[config.mk]
export PLATFORM = sky130hd
export DESIGN_NAME = reram_wb_bridge_mc
export DESIGN_NICKNAME = d
export VERILOG_FILES = /design/src/rtl/reram_bridge_pkg.sv /design/src/rtl/reram_bridge_csr.sv /design/src/rtl/reram_wb_bridge_mc.sv
export SDC_FILE = /design/constraint.sdc
export NUM_CORES = 1
export LEC_CHECK = 0
export BUFFER_PORTS_ARGS = -buffer_cell sky130_fd_sc_hd__buf_2
export CORE_UTILIZATION = 50
export CTS_CLUSTER_DIAMETER = 50
export CTS_CLUSTER_SIZE = 30
export DETAILED_ROUTE_END_ITERATION = 7
export GPL_TIMING_DRIVEN = 0
export PLACE_DENSITY = 0.78
export SYNTH_ARGS = -nofsm -noshare
export SYNTH_HDL_FRONTEND = slang
export SYNTH_SLANG_ARGS = --single-unit
[constraint.sdc]
create_clock -name wb_clk_i -period 2.8 [get_ports wb_clk_i]
set_input_delay 0.56 -clock wb_clk_i [delete_from_list [all_inputs] [get_ports wb_clk_i]]
set_output_delay 0.56 -clock wb_clk_i [all_outputs]
set_load 0.01 [all_outputs]
[src/rtl/reram_bridge_pkg.sv]
// Shared types and constants for the ReRAM Wishbone bridge.
// Holds the FSM state encoding, CSR offsets and error return patterns.
package reram_bridge_pkg;

  typedef enum logic [1:0] {
    StIdle,
    StIssue,
    StWait,
    StResp
  } state_e;

  localparam logic [15:0] CsrStatus  = 16'h8000;
  localparam logic [15:0] CsrCtrl    = 16'h8004;
  localparam logic [15:0] CsrTimeout = 16'h8008;
  localparam logic [15:0] CsrTxcnt   = 16'h800C;

  localparam logic [31:0] DataDecodeErr  = 32'hDEAD_BEEF;
  localparam logic [31:0] DataTimeoutErr = 32'hDEAD_DEAD;

endpackage

[src/rtl/reram_bridge_csr.sv]
// Bridge control/status registers: STATUS, CTRL, TIMEOUT, TXCNT and the
// registered error interrupt.
module reram_bridge_csr
  import reram_bridge_pkg::*;
#(
  parameter int unsigned NUM_MACROS  = 4,
  parameter int unsigned TIMEOUT_CYC = 1024
) (
  input  logic        clk_i,
  input  logic        rst_ni,
  input  logic        we_i,
  input  logic [15:0] off_i,
  input  logic [15:0] wdata_i,
  input  logic [1:0]  sel_i,
  input  logic        derr_set_i,
  input  logic        terr_set_i,
  input  logic [2:0]  err_idx_i,
  input  logic        tx_inc_i,
  input  logic        busy_i,
  output logic [31:0] rdata_o,
  output logic [7:0]  mask_o,
  output logic [15:0] timeout_o,
  output logic        irq_o
);

  logic                  terr_q, terr_d;
  logic                  derr_q, derr_d;
  logic [2:0]            err_idx_q, err_idx_d;
  logic [NUM_MACROS-1:0] mask_q, mask_d;
  logic                  irq_en_q, irq_en_d;
  logic [15:0]           timeout_q, timeout_d;
  logic [31:0]           txcnt_q, txcnt_d;
  logic                  irq_q, irq_d;
  logic [15:0]           to_merge;
  logic                  wr_status, wr_ctrl, wr_timeout;

  always_comb begin
    wr_status  = we_i && (off_i == CsrStatus);
    wr_ctrl    = we_i && (off_i == CsrCtrl);
    wr_timeout = we_i && (off_i == CsrTimeout);

    // Clear first so a same-cycle hardware set takes priority.
    terr_d = terr_q;
    derr_d = derr_q;
    if (wr_status && sel_i[0] && wdata_i[1]) terr_d = 1'b0;
    if (wr_status && sel_i[0] && wdata_i[2]) derr_d = 1'b0;
    if (terr_set_i) terr_d = 1'b1;
    if (derr_set_i) derr_d = 1'b1;
    err_idx_d = terr_set_i ? err_idx_i : err_idx_q;

    mask_d   = mask_q;
    irq_en_d = irq_en_q;
    if (wr_ctrl && sel_i[0]) mask_d = wdata_i[NUM_MACROS-1:0];
    if (wr_ctrl && sel_i[1]) irq_en_d = wdata_i[8];

    to_merge = timeout_q;
    if (sel_i[0]) to_merge[7:0] = wdata_i[7:0];
    if (sel_i[1]) to_merge[15:8] = wdata_i[15:8];
    timeout_d = (wr_timeout && (to_merge != 16'd0)) ? to_merge : timeout_q;

    txcnt_d = tx_inc_i ? txcnt_q + 32'd1 : txcnt_q;
    irq_d   = irq_en_q & (terr_q | derr_q);
  end

  always_ff @(posedge clk_i or negedge rst_ni) begin
    if (!rst_ni) begin
      terr_q    <= 1'b0;
      derr_q    <= 1'b0;
      err_idx_q <= 3'd0;
      mask_q    <= '1;
      irq_en_q  <= 1'b0;
      timeout_q <= 16'(TIMEOUT_CYC);
      txcnt_q   <= 32'd0;
      irq_q     <= 1'b0;
    end else begin
      terr_q    <= terr_d;
      derr_q    <= derr_d;
      err_idx_q <= err_idx_d;
      mask_q    <= mask_d;
      irq_en_q  <= irq_en_d;
      timeout_q <= timeout_d;
      txcnt_q   <= txcnt_d;
      irq_q     <= irq_d;
    end
  end

  always_comb begin
    mask_o = 8'd0;
    for (int i = 0; i < NUM_MACROS; i++) mask_o[i] = mask_q[i];
    case (off_i)
      CsrStatus:  rdata_o = {25'd0, err_idx_q, 1'b0, derr_q, terr_q, busy_i};
      CsrCtrl:    rdata_o = {23'd0, irq_en_q, mask_o};
      CsrTimeout: rdata_o = {16'd0, timeout_q};
      CsrTxcnt:   rdata_o = txcnt_q;
      default:    rdata_o = 32'd0;
    endcase
  end

  assign timeout_o = timeout_q;
  assign irq_o     = irq_q;

endmodule

[src/rtl/reram_wb_bridge_mc.sv]
// Wishbone classic slave fronting up to eight ReRAM macros plus a CSR block.
// One transaction in flight; macro accesses are bounded by a timeout counter.
module reram_wb_bridge_mc
  import reram_bridge_pkg::*;
#(
  parameter int unsigned NUM_MACROS  = 4,
  parameter logic [15:0] BASE_HI     = 16'h3000,
  parameter int unsigned TIMEOUT_CYC = 1024
) (
  input  logic                    wb_clk_i,
  input  logic                    wb_rst_i,
  input  logic                    wbs_cyc_i,
  input  logic                    wbs_stb_i,
  input  logic                    wbs_we_i,
  input  logic [3:0]              wbs_sel_i,
  input  logic [31:0]             wbs_adr_i,
  input  logic [31:0]             wbs_dat_i,
  output logic [31:0]             wbs_dat_o,
  output logic                    wbs_ack_o,
  output logic [NUM_MACROS-1:0]   mac_en,
  output logic                    mac_r_wb,
  output logic [31:0]             mac_di,
  output logic [31:0]             mac_ad,
  output logic [3:0]              mac_sel,
  input  logic [32*NUM_MACROS-1:0] mac_do,
  input  logic [NUM_MACROS-1:0]   mac_ack,
  output logic                    irq_o
);

  state_e      state_q, state_d;
  logic [2:0]  idx_q, idx_d;
  logic [31:0] rdata_q, rdata_d;
  logic        abort_q, abort_d;
  logic [15:0] timer_q, timer_d;
  logic        r_wb_q, r_wb_d;
  logic [31:0] di_q, di_d, ad_q, ad_d;
  logic [3:0]  sel_q, sel_d;

  logic        hit, idx_ok, sel_ack;
  logic [2:0]  req_idx;
  logic [31:0] sel_do, csr_rdata;
  logic [7:0]  ctrl_mask;
  logic [15:0] csr_timeout;
  logic        csr_we, derr_set, terr_set, tx_inc;

  assign hit     = wbs_cyc_i & wbs_stb_i & (wbs_adr_i[31:16] == BASE_HI);
  assign req_idx = wbs_adr_i[14:12];
  assign idx_ok  = (32'(req_idx) < NUM_MACROS) && ctrl_mask[req_idx];

  // Only the addressed macro's ack and data are observed.
  always_comb begin
    sel_ack = 1'b0;
    sel_do  = 32'd0;
    mac_en  = '0;
    for (int i = 0; i < NUM_MACROS; i++) begin
      if (idx_q == 3'(i)) begin
        sel_ack   = mac_ack[i];
        sel_do    = mac_do[32*i +: 32];
        mac_en[i] = (state_q == StIssue) || (state_q == StWait);
      end
    end
  end

  always_comb begin
    state_d  = state_q;
    idx_d    = idx_q;
    rdata_d  = rdata_q;
    abort_d  = abort_q;
    timer_d  = timer_q;
    r_wb_d   = r_wb_q;
    di_d     = di_q;
    ad_d     = ad_q;
    sel_d    = sel_q;
    csr_we   = 1'b0;
    derr_set = 1'b0;
    terr_set = 1'b0;
    tx_inc   = 1'b0;

    unique case (state_q)
      StIdle: begin
        if (hit) begin
          abort_d = 1'b0;
          if (wbs_adr_i[15]) begin
            csr_we  = wbs_we_i;
            rdata_d = csr_rdata;
            state_d = StResp;
          end else if (!idx_ok) begin
            derr_set = 1'b1;
            rdata_d  = DataDecodeErr;
            state_d  = StResp;
          end else begin
            idx_d   = req_idx;
            r_wb_d  = ~wbs_we_i;
            di_d    = wbs_dat_i;
            ad_d    = {20'd0, wbs_adr_i[11:0]};
            sel_d   = wbs_sel_i;
            state_d = StIssue;
          end
        end
      end
      StIssue: begin
        timer_d = csr_timeout;
        abort_d = abort_q | ~wbs_cyc_i;
        state_d = StWait;
      end
      StWait: begin
        // A dropped cycle still lets the macro finish, but skips the response.
        abort_d = abort_q | ~wbs_cyc_i;
        if (sel_ack) begin
          rdata_d = sel_do;
          tx_inc  = ~abort_d;
          state_d = abort_d ? StIdle : StResp;
        end else if (timer_q <= 16'd1) begin
          terr_set = 1'b1;
          rdata_d  = DataTimeoutErr;
          state_d  = abort_d ? StIdle : StResp;
        end else begin
          timer_d = timer_q - 16'd1;
        end
      end
      StResp:  state_d = StIdle;
      default: state_d = StIdle;
    endcase
  end

  always_ff @(posedge wb_clk_i or negedge wb_rst_i) begin
    if (!wb_rst_i) begin
      state_q <= StIdle;
      idx_q   <= 3'd0;
      rdata_q <= 32'd0;
      abort_q <= 1'b0;
      timer_q <= 16'd0;
      r_wb_q  <= 1'b1;
      di_q    <= 32'd0;
      ad_q    <= 32'd0;
      sel_q   <= 4'd0;
    end else begin
      state_q <= state_d;
      idx_q   <= idx_d;
      rdata_q <= rdata_d;
      abort_q <= abort_d;
      timer_q <= timer_d;
      r_wb_q  <= r_wb_d;
      di_q    <= di_d;
      ad_q    <= ad_d;
      sel_q   <= sel_d;
    end
  end

  assign wbs_ack_o = (state_q == StResp);
  assign wbs_dat_o = wbs_ack_o ? rdata_q : 32'd0;
  assign mac_r_wb  = r_wb_q;
  assign mac_di    = di_q;
  assign mac_ad    = ad_q;
  assign mac_sel   = sel_q;

  reram_bridge_csr #(
    .NUM_MACROS  (NUM_MACROS),
    .TIMEOUT_CYC (TIMEOUT_CYC)
  ) u_csr (
    .clk_i      (wb_clk_i),
    .rst_ni     (wb_rst_i),
    .we_i       (csr_we),
    .off_i      (wbs_adr_i[15:0]),
    .wdata_i    (wbs_dat_i[15:0]),
    .sel_i      (wbs_sel_i[1:0]),
    .derr_set_i (derr_set),
    .terr_set_i (terr_set),
    .err_idx_i  (idx_q),
    .tx_inc_i   (tx_inc),
    .busy_i     (state_q != StIdle),
    .rdata_o    (csr_rdata),
    .mask_o     (ctrl_mask),
    .timeout_o  (csr_timeout),
    .irq_o      (irq_o)
  );

endmodule

==> flow_summary.yaml <==
synthesis:
  synth_edf_count: 0
  syn_area_mm2: 0.009231
  async_reset_ff_share_pct: 100.0
  ys.flop_type: "dfrtp_1"
  synthCells: 848
  ys_seq_area_share_pct: 44.00
  syn_area_per_cell_um2: 10.89
  synth_cell_types: 61
  ys_ff_latch: 162
  yosysWarnings: 0
global_route:
  grt_usage_pct: 29.24
  grt_pass1_wl_mm: 41.91
  grt_overflow_total: 0
  grt_max_degree: 119
  grt_antenna_before_repair: 1
  grt_pass1_vias: 8076
floorplan:
  dieArea_mm2: 0.01901
  fp.dieW_um: 137.9
  rows: 49
  num_io_pins: 312
  core-area_mm2: 0.01802
  start_util_pct: 51.21
  die_h_um: 137.9
pwr:
  cellPowerDensity_mw_per_mm2: 672.1
  leakage_nw: 5.736
  peakVddDrop_v: 0.0003948
  p_total_w: 0.007864
routing:
  via_per_inst: 5.722
  dr.pass1.iters: 5
  ant_nets: 0
  detail_route.wirelength_mm: 27.18
  wire_per_inst_um: 19.16
  drc_errors: 0
  vias: 8120
  drt_iter0_drc: 521
flow_run:
  drv_cap: 0
cells_and_area:
  synthToLayoutAreaGrowth_pct: 26.75
  final_common_cell: "buf_2"
  final_layout_size_suffix_gt1_share_pct: 42.39
  nets: 1389
  layout_common_cells: "300 x buf_2, 156 x dfrtp_1, 78 x mux2_2, 62 x nand2_1, 58 x a21oi_1"
placed_design:
  port_buffers: 289
  gp_congestion: 0.9126
  hpwl_mm: 20.75
clocking:
  cts_made_buffers: 17
  htreeDepth: 4
  cts_buffer_depth: 2
  tritoncts: "yes"
  post-cts-setup-buffers: 0
  clk_latency_ps: 440
  root_buffer: "clkbuf_16"
  cts_sinks: 162
  clkTransAtPathRegs_ps: 70
timing:
  holdWs_ps: 0.3972
  maxSlewHeadroom_pct: 33.88
  rsz0062_at_grt: "yes"
  skew_ps: 8.966
  finalCritPeriodShare_pct: 98.71
  fin_crit_ps: 2764
  maxSlewViolCount: 0
  max_freq_ghz: 0.3618
  tightest_slew_ps: 984.3
  tns_ps: 0
  finalSetupViolations: 0
  finalHoldViolCount: 0
worst_setup_path:
  crit_fanout: 10
  crit_path_end_kind: "flip-flop"
  crit_required_ps: 3150
  arrival_ps: 3110
  startpoint_type: "flip-flop"
  critical_path_class: "flip-flop to flip-flop"
hold_path:
  hp-class: "primary input to asynchronous set/reset pin"
run_status:
  status: "finished, final reports clean"
==> metal layers <==
metal  GRT usage (%)  wire length [um]  up-vias
li1                -                 -     3737
met1           36.61             11200     3978
met2           48.86             13390      365
met3           6.908              2008       40
met4           11.23               585        0
met5               0                 0        -
==> state kept, by name, summed over array words and instances, names as in the netlist, 2 cells and up <==
name and flops:
mac_di 32, u_csr.timeout_o 16, timer_q 16, mac_ad 12, mac_sel 4, rdata_q 32
u_csr.txcnt_q 32, u_csr.mask_q 4, idx_q 3, state_q 2, u_csr.err_idx_q 3
==> timing repair <==
item | 4_1_cts | 5_1_grt
endpoints found under the setup margin | 59 | 41
hold buffers | 0 | 0
gates resized for setup | 5 | 9
==> cell usage after synthesis, types with 3 or more instances <==
library cell / count / share of area [%]
buf_2: 11 / 0.60
nor2_1: 45 / 1.8
o31ai_2: 14 / 1.9
xnor2_1: 29 / 2.8
nor2b_1: 12 / 0.81
inv_1: 10 / 0.41
or4_1: 6 / 0.49
nand3_1: 29 / 1.6
a21oi_1: 58 / 3.1
nand2b_1: 5 / 0.34
nor4_1: 12 / 0.81
nand2_1: 62 / 2.5
ha_1: 8 / 1.1
buf_4: 21 / 1.7
xor2_1: 12 / 1.1
mux2i_1: 20 / 2.2
dfstp_2: 6 / 1.7
nor4b_1: 3 / 0.28
a211oi_1: 15 / 1.2
buf_1: 6 / 0.24
nor3_1: 21 / 1.1
dfrtp_1: 156 / 42
mux4_2: 32 / 7.8
and4_1: 8 / 0.76
nand4_1: 11 / 0.75
mux2_2: 78 / 9.5
clkbuf_1: 32 / 1.3
a21o_1: 6 / 0.49
and3_1: 9 / 0.61
o22ai_1: 3 / 0.20
o21ai_0: 27 / 1.5
o31ai_1: 7 / 0.57
and2_1: 35 / 2.4
==> metrics by stage <==
stage / setup slack [ps] / instances / area, um2 / util (%)
after floorplan: 432.9 / 867 / 9303 / -
after global placement: -1328 / 1385 / 11040 / 61.22
after detailed placement: -318.6 / 1386 / 11070 / 61.43
after CTS: 8.505 / 1418 / 11690 / 64.83
after global routing: -53.46 / 1419 / 11700 / 64.92
final: 36.15 / 1419 / 11700 / 64.92
==> where the power goes <==
part / internal [W] / switching [W] / leakage [nW]
Clock: 0.00122 / 0.00112 / 0.291
Sequential: 0.00269 / 0.000280 / 2.16
Combinational: 0.00103 / 0.00153 / 3.29
Total: 0.00493 / 0.00293 / 5.74
==> final timing paths <==
check                                     endpoint  slack [ps]  depth (start not counted)        start
worst max-delay path                    rdata_q[8]          40                          9     idx_q[0]
worst min-delay path                   rdata_q[14]         0.4                          1     wb_rst_i
worst max register to register          rdata_q[8]          40                          9     idx_q[0]
worst min register to register         rdata_q[26]         470                          2  rdata_q[26]
max in group asynchronous       u_csr.timeout_o[8]        1850                          2     wb_rst_i
min in group wb_clk_i                     mac_r_wb         290                          2     wbs_we_i
==> area by class of cell <==
type	count	area, um2
plain buffers	72	385.4
well taps	229	286.5
inverters	11	41.29
multi-input cells	622	4847
fillers	1451	6324
clock inverters	14	153.9
diodes	1	2.502
flip-flops and latches	162	4061
repair buffers	290	1484
clock buffers	18	439.2
==> worst max-delay path: stages (launching register included) <==
cell and delay (ps):
dfrtp_1 320, buf_2 250, nand2b_1 190, o2bb2ai_1 390
clkbuf_2 360, nand2_1 250, clkbuf_2 320, a211oi_2 290
a21oi_1 120, o21ai_0 180
==> logic make-up after synthesis <==
| logic type | share of synthesized area, % |
|---|---|
| mux | 19.49 |
| compound gates | 11.18 |
| buf+inv | 4.541 |
| simple gates | 15.78 |
| flops | 44.00 |
| xor+xnor | 3.890 |
| fa+ha+maj | 1.084 |
| other cells | 0.04062 |
Power figures use the tool's default switching activity.
